==> config.mk <==
export PLATFORM = sky130hd
export DESIGN_NAME = receive_nums
export DESIGN_NICKNAME = d
export VERILOG_FILES = /design/src/rtl/receive_nums.sv
export SDC_FILE = /design/constraint.sdc
export NUM_CORES = 1
export LEC_CHECK = 0
export CORE_AREA = 2 2 90 109
export CTS_BUF_LIST = sky130_fd_sc_hd__clkbuf_2 sky130_fd_sc_hd__clkbuf_4 sky130_fd_sc_hd__clkbuf_8
export CTS_CLUSTER_DIAMETER = 50
export CTS_CLUSTER_SIZE = 30
export DETAILED_ROUTE_END_ITERATION = 6
export DIE_AREA = 0 0 92 111
export PLACE_DENSITY_LB_ADDON = 0.15
export SLEW_MARGIN = 20
export SYNTH_ARGS = -nofsm -noshare
export SYNTH_HDL_FRONTEND = slang
export SYNTH_SLANG_ARGS = --single-unit
==> constraint.sdc <==
create_clock -name divClk -period 5.86 [get_ports divClk]
set_input_delay 0.879 -clock divClk [delete_from_list [all_inputs] [get_ports divClk]]
set_output_delay 0.879 -clock divClk [all_outputs]
set_load 0.01 [all_outputs]
==> src/rtl/receive_nums.sv <==
// Two independent 8N1 UART receivers for values 0..99, shown on a 4-digit multiplexed 7-segment display.
// Value/valid/err are registered one cycle after the stop sample; display outputs are one register stage.

module uart_num_rx #(
   parameter int CLKS_PER_BIT = 16
) (
   input  logic       divClk,
   input  logic       rst,
   input  logic       serial,
   output logic [6:0] num,
   output logic       valid,
   output logic       err
);
   localparam logic [1:0] IDLE  = 2'd0;
   localparam logic [1:0] START = 2'd1;
   localparam logic [1:0] DATA  = 2'd2;
   localparam logic [1:0] STOP  = 2'd3;

   localparam logic [7:0] HALF = 8'(CLKS_PER_BIT / 2);
   localparam logic [7:0] LAST = 8'(CLKS_PER_BIT - 1);

   logic       sync1;
   logic       sync2;
   logic [1:0] state;
   logic [7:0] cnt;
   logic [2:0] bit_idx;
   logic [7:0] shift;

   // Synchronizer resets to idle-high so a line held low through reset needs two edges to register.
   always_ff @(posedge divClk or posedge rst) begin
      if (rst) begin
         sync1   <= 1'b1;
         sync2   <= 1'b1;
         state   <= IDLE;
         cnt     <= 8'd0;
         bit_idx <= 3'd0;
         shift   <= 8'd0;
         num     <= 7'd0;
         valid   <= 1'b0;
         err     <= 1'b0;
      end else begin
         sync1 <= serial;
         sync2 <= sync1;
         valid <= 1'b0;
         err   <= 1'b0;
         case (state)
            IDLE: begin
               if (!sync2) begin
                  state <= START;
                  cnt   <= 8'd0;
               end
            end
            START: begin
               if (cnt == HALF) begin
                  cnt     <= 8'd0;
                  bit_idx <= 3'd0;
                  state   <= sync2 ? IDLE : DATA;
               end else begin
                  cnt <= cnt + 8'd1;
               end
            end
            DATA: begin
               if (cnt == LAST) begin
                  cnt   <= 8'd0;
                  shift <= {sync2, shift[7:1]};
                  if (bit_idx == 3'd7) begin
                     state <= STOP;
                  end else begin
                     bit_idx <= bit_idx + 3'd1;
                  end
               end else begin
                  cnt <= cnt + 8'd1;
               end
            end
            STOP: begin
               if (cnt == LAST) begin
                  cnt   <= 8'd0;
                  state <= IDLE;
                  if (sync2 && (shift <= 8'd99)) begin
                     num   <= shift[6:0];
                     valid <= 1'b1;
                  end else begin
                     err <= 1'b1;
                  end
               end else begin
                  cnt <= cnt + 8'd1;
               end
            end
            default: state <= IDLE;
         endcase
      end
   end
endmodule

module receive_nums #(
   parameter int CLKS_PER_BIT = 16,
   parameter int SCAN_DIV     = 1
) (
   input  logic       divClk,
   input  logic       rst,
   input  logic       serial1,
   input  logic       serial2,
   output logic [6:0] disp,
   output logic [3:0] segmentCount,
   output logic       point,
   output logic [6:0] num1,
   output logic [6:0] num2,
   output logic       valid1,
   output logic       valid2,
   output logic       err1,
   output logic       err2
);
   localparam logic [15:0] DIV_LAST = 16'(SCAN_DIV - 1);

   logic [15:0] scan_cnt;
   logic [1:0]  scan_idx;
   logic [3:0]  tens1;
   logic [3:0]  units1;
   logic [3:0]  tens2;
   logic [3:0]  units2;

   uart_num_rx #(.CLKS_PER_BIT(CLKS_PER_BIT)) rx1 (
      .divClk (divClk),
      .rst    (rst),
      .serial (serial1),
      .num    (num1),
      .valid  (valid1),
      .err    (err1)
   );

   uart_num_rx #(.CLKS_PER_BIT(CLKS_PER_BIT)) rx2 (
      .divClk (divClk),
      .rst    (rst),
      .serial (serial2),
      .num    (num2),
      .valid  (valid2),
      .err    (err2)
   );

   assign tens1  = 4'(num1 / 7'd10);
   assign units1 = 4'(num1 % 7'd10);
   assign tens2  = 4'(num2 / 7'd10);
   assign units2 = 4'(num2 % 7'd10);

   function automatic logic [6:0] seg7(input logic [3:0] d);
      case (d)
         4'd0:    seg7 = 7'b1000000;
         4'd1:    seg7 = 7'b1111001;
         4'd2:    seg7 = 7'b0100100;
         4'd3:    seg7 = 7'b0110000;
         4'd4:    seg7 = 7'b0011001;
         4'd5:    seg7 = 7'b0010010;
         4'd6:    seg7 = 7'b0000010;
         4'd7:    seg7 = 7'b1111000;
         4'd8:    seg7 = 7'b0000000;
         4'd9:    seg7 = 7'b0010000;
         default: seg7 = 7'b1111111;
      endcase
   endfunction

   // Outputs are registered from the current index, so they trail scan_idx by one cycle.
   always_ff @(posedge divClk or posedge rst) begin
      if (rst) begin
         scan_cnt     <= 16'd0;
         scan_idx     <= 2'd0;
         disp         <= 7'b1000000;
         segmentCount <= 4'b0111;
         point        <= 1'b1;
      end else begin
         if (scan_cnt == DIV_LAST) begin
            scan_cnt <= 16'd0;
            scan_idx <= scan_idx + 2'd1;
         end else begin
            scan_cnt <= scan_cnt + 16'd1;
         end
         case (scan_idx)
            2'd0: begin
               segmentCount <= 4'b0111;
               disp         <= seg7(units2);
               point        <= 1'b1;
            end
            2'd1: begin
               segmentCount <= 4'b1011;
               disp         <= seg7(tens2);
               point        <= 1'b1;
            end
            2'd2: begin
               segmentCount <= 4'b1101;
               disp         <= seg7(units1);
               point        <= 1'b0;
            end
            default: begin
               segmentCount <= 4'b1110;
               disp         <= seg7(tens1);
               point        <= 1'b1;
            end
         endcase
      end
   end
endmodule

==> impl_metrics.ini <==
[critical_path]
worstPathArrival_ns = 4.43
reg2reg_to = disp[0]$_DFF_PP0_
cp_cell_sequence = nor2b_1, a221oi_1, o221ai_1, inv_1, ha_1, inv_1, maj3_1, a211oi_2, o22ai_4, xnor2_1, inv_1, ha_1, mux2i_1, a21oi_1, o32a_1
r2r-start = rx1.num[6]$_DFFE_PP0P_
critPathKind = reg -> reg
slowest_delay_ns = 0.59
cp-startpoint = rx1.num[6]$_DFFE_PP0P_
cp.depth = 15
critical_path_buf_inv_count = 3
r2r_cells = 15
rrSetupSlack_ns = 1.67
worstPathRequired_ns = 6.10
cp-end-kind = flip-flop
critPathTopFamily = compound AO/OA/AOI/OAI gates
crit_end = disp[0]$_DFF_PP0_
cp_slowest_cell = dfrtp_1
cpMostUsedCell = inv_1
cp_max_fo = 20
critPathLaunchType = flip-flop

[power]
leakagePower_nw = 2.98
power.density_nw_per_um2 = 213
ir_worst_vdd_uv = 229

[placed_design]
portBuffers = 33
hpwl_um = 9030
place_congestion = 0.915

[die]
dieWidth_um = 92
die_h_um = 111
ioPinCount = 34
core-area_um2 = 9270
std_cell_rows = 39
initial_core_util = 0.650
dieArea_um2 = 10200

[timing]
finClkSkew_ns = 0.00959
tns_ns = 0
hold_viol_final = 0
fin_crit_ns = 4.19
hold_slack_ns = 0.358
max_freq_mhz = 239
slew_headroom = 0.306
worstMarginPinSlew_ns = 1.04
setup_viol = 0
rsz0062_at_grt = no
min_period_over_period = 0.715
maxSlewViolCount = 0

[yosys]
synthFlopType = dfrtp_1
avgSynthCellArea_um2 = 9.37
yosysTopAreaCell = dfrtp_1
ys_warn_count = 0
synth-xor-area-share = 0.0422
synthSimpleGateAreaFrac = 0.184
ys_ff_latch = 94
async_flop_share = 1.00
ys_types = 71
synth-compound-area-share = 0.177
synth.top_cell.area_share = 0.353
synth.area.top_cells = dfrtp_1, ha_1, o21ai_0
ys_seq_area_frac = 0.392
synth_area_um2 = 6020
muxShareOfSynthArea = 0.0681
synthAdderAreaFrac = 0.0889
synth_top_family_by_area = simple AND/OR/NAND/NOR gates
synth-edff-count = 0
syn_inst = 643
syn-num-nets = 689

[clocking]
cts_resized = 0
postCtsHoldBufs = 0
numCtsBuffers = 9
cts_setup_buffers = 0
clk_pin_slew_ns = 0.08
clockBufferDepth = 2
insertion_delay_ns = 0.36
htree_levels = 3
cts_tree = done
clockRootBuffer = clkbuf_8
clock-sinks = 94

[cells_and_area]
utilization = 0.710
n_fill_cell = 707
areaGrowthSynthToFinish_pct = 9.35
finalNetCount = 707
layout_common_cells = dfrtp_1, nand2_1, o21ai_0
drive_above_1_share = 0.0886
num_antenna_cells = 0
final_common_cell = dfrtp_1

[detailed_routing]
first_pass_iters = 5
drt_wl_total_um = 12300
drt-initial-drc-count = 368
ant_nets = 0
post-route-drc-count = 0
via_per_inst = 6.03
routedWlPerCell_um = 15.6
vias = 4760

[worst_hold_path]
hp-class = reg -> reg

[outcome]
outcome = completed

[global_route]
grt_overflow = 0
grt_pass1_vias = 4509
antenna_found_initial = 0
grtUsageTotal = 0.250
grt_max_degree = 55
grt_pass1_wl_um = 20900

[run]
cap_violations = 0
synth_stat cells, types with 5 or more instances:
library cell,n
o21ai_1,8
nand2b_1,13
nor3b_1,7
dfstp_2,9
inv_1,40
a21oi_1,31
mux2_2,20
buf_2,5
and2_1,9
nor4_1,5
a21o_1,7
dfrtp_1,85
nand2_1,59
xnor2_1,17
o21ai_0,58
and3_1,13
nand3_1,23
nor2_1,31
nor2b_1,14
mux2i_1,14
a31oi_1,5
nand3b_1,5
xor2_1,12
ha_1,42
clkbuf_1,17
nor3_1,10
worst min-delay path by stage:
stage                              startpoint                  end  slack [ns]  cells after the start
after global routing      rx2.sync1$_DFF_PP1_  rx2.sync2$_DFF_PP1_        0.36                      0
after detailed placement  rx1.sync1$_DFF_PP1_  rx1.sync2$_DFF_PP1_        0.35                      0
after floorplan           rx1.sync1$_DFF_PP1_  rx1.sync2$_DFF_PP1_        0.35                      0
after global placement    rx1.sync1$_DFF_PP1_  rx1.sync2$_DFF_PP1_        0.35                      0
final                     rx1.sync1$_DFF_PP1_  rx1.sync2$_DFF_PP1_        0.36                      0
after CTS                 rx1.sync1$_DFF_PP1_  rx1.sync2$_DFF_PP1_        0.36                      0
through the flow:
stage / cell area [um^2] / cells / setup slack, ns / total power [W]
after floorplan: 6020 / 643 / 2.09 / 0.000951
after global placement: 6390 / 773 / 1.78 / 0.000991
after detailed placement: 6390 / 773 / 1.71 / 0.00101
after CTS: 6580 / 789 / 1.69 / 0.00141
after global routing: 6590 / 789 / 1.39 / 0.00149
final: 6590 / 789 / 1.67 / 0.00140
registers in the layout, indices dropped and copies added, names as in the netlist, 4 cells and up, named ones only:
register / flops
disp: 7
scan_cnt: 16
rx2.cnt: 8
rx2.num: 7
rx2.shift: 8
rx1.shift: 8
segmentCount: 4
rx1.cnt: 8
rx1.num: 7
layer usage:
metal,part of all wire,track usage
met1,0.44,0.321
met3,0.031,0.0340
met4,0.025,0.100
met2,0.50,0.426
met5,0,0
report_power, final:
part           switching, W  total [W]  internal, W  leakage, nW
logic              0.000128   0.000217    0.0000889         1.63
clock network      0.000217   0.000404     0.000187        0.100
registers         0.0000774   0.000780     0.000702         1.25
cell type report:
type	count	area, um^2	share of cell area
Sequential cell	94	2360	0.359
Timing Repair Buffer	34	338	0.0513
Clock buffer	13	166	0.0253
Tap cell	123	154	0.0234
Inverter	41	158	0.0239
Multi-Input combinational cell	481	3390	0.514
Clock inverter	3	18.8	0.00285
logic make-up after synthesis:
| logic type | count (synthesis) |
|---|---|
| fa+ha+maj | 43 |
| xor+xnor | 29 |
| mux | 36 |
| buf+inv | 68 |
| compound gates | 164 |
| simple gates | 209 |
| flops | 94 |
No activity file was read; power rests on OpenSTA's default activity.
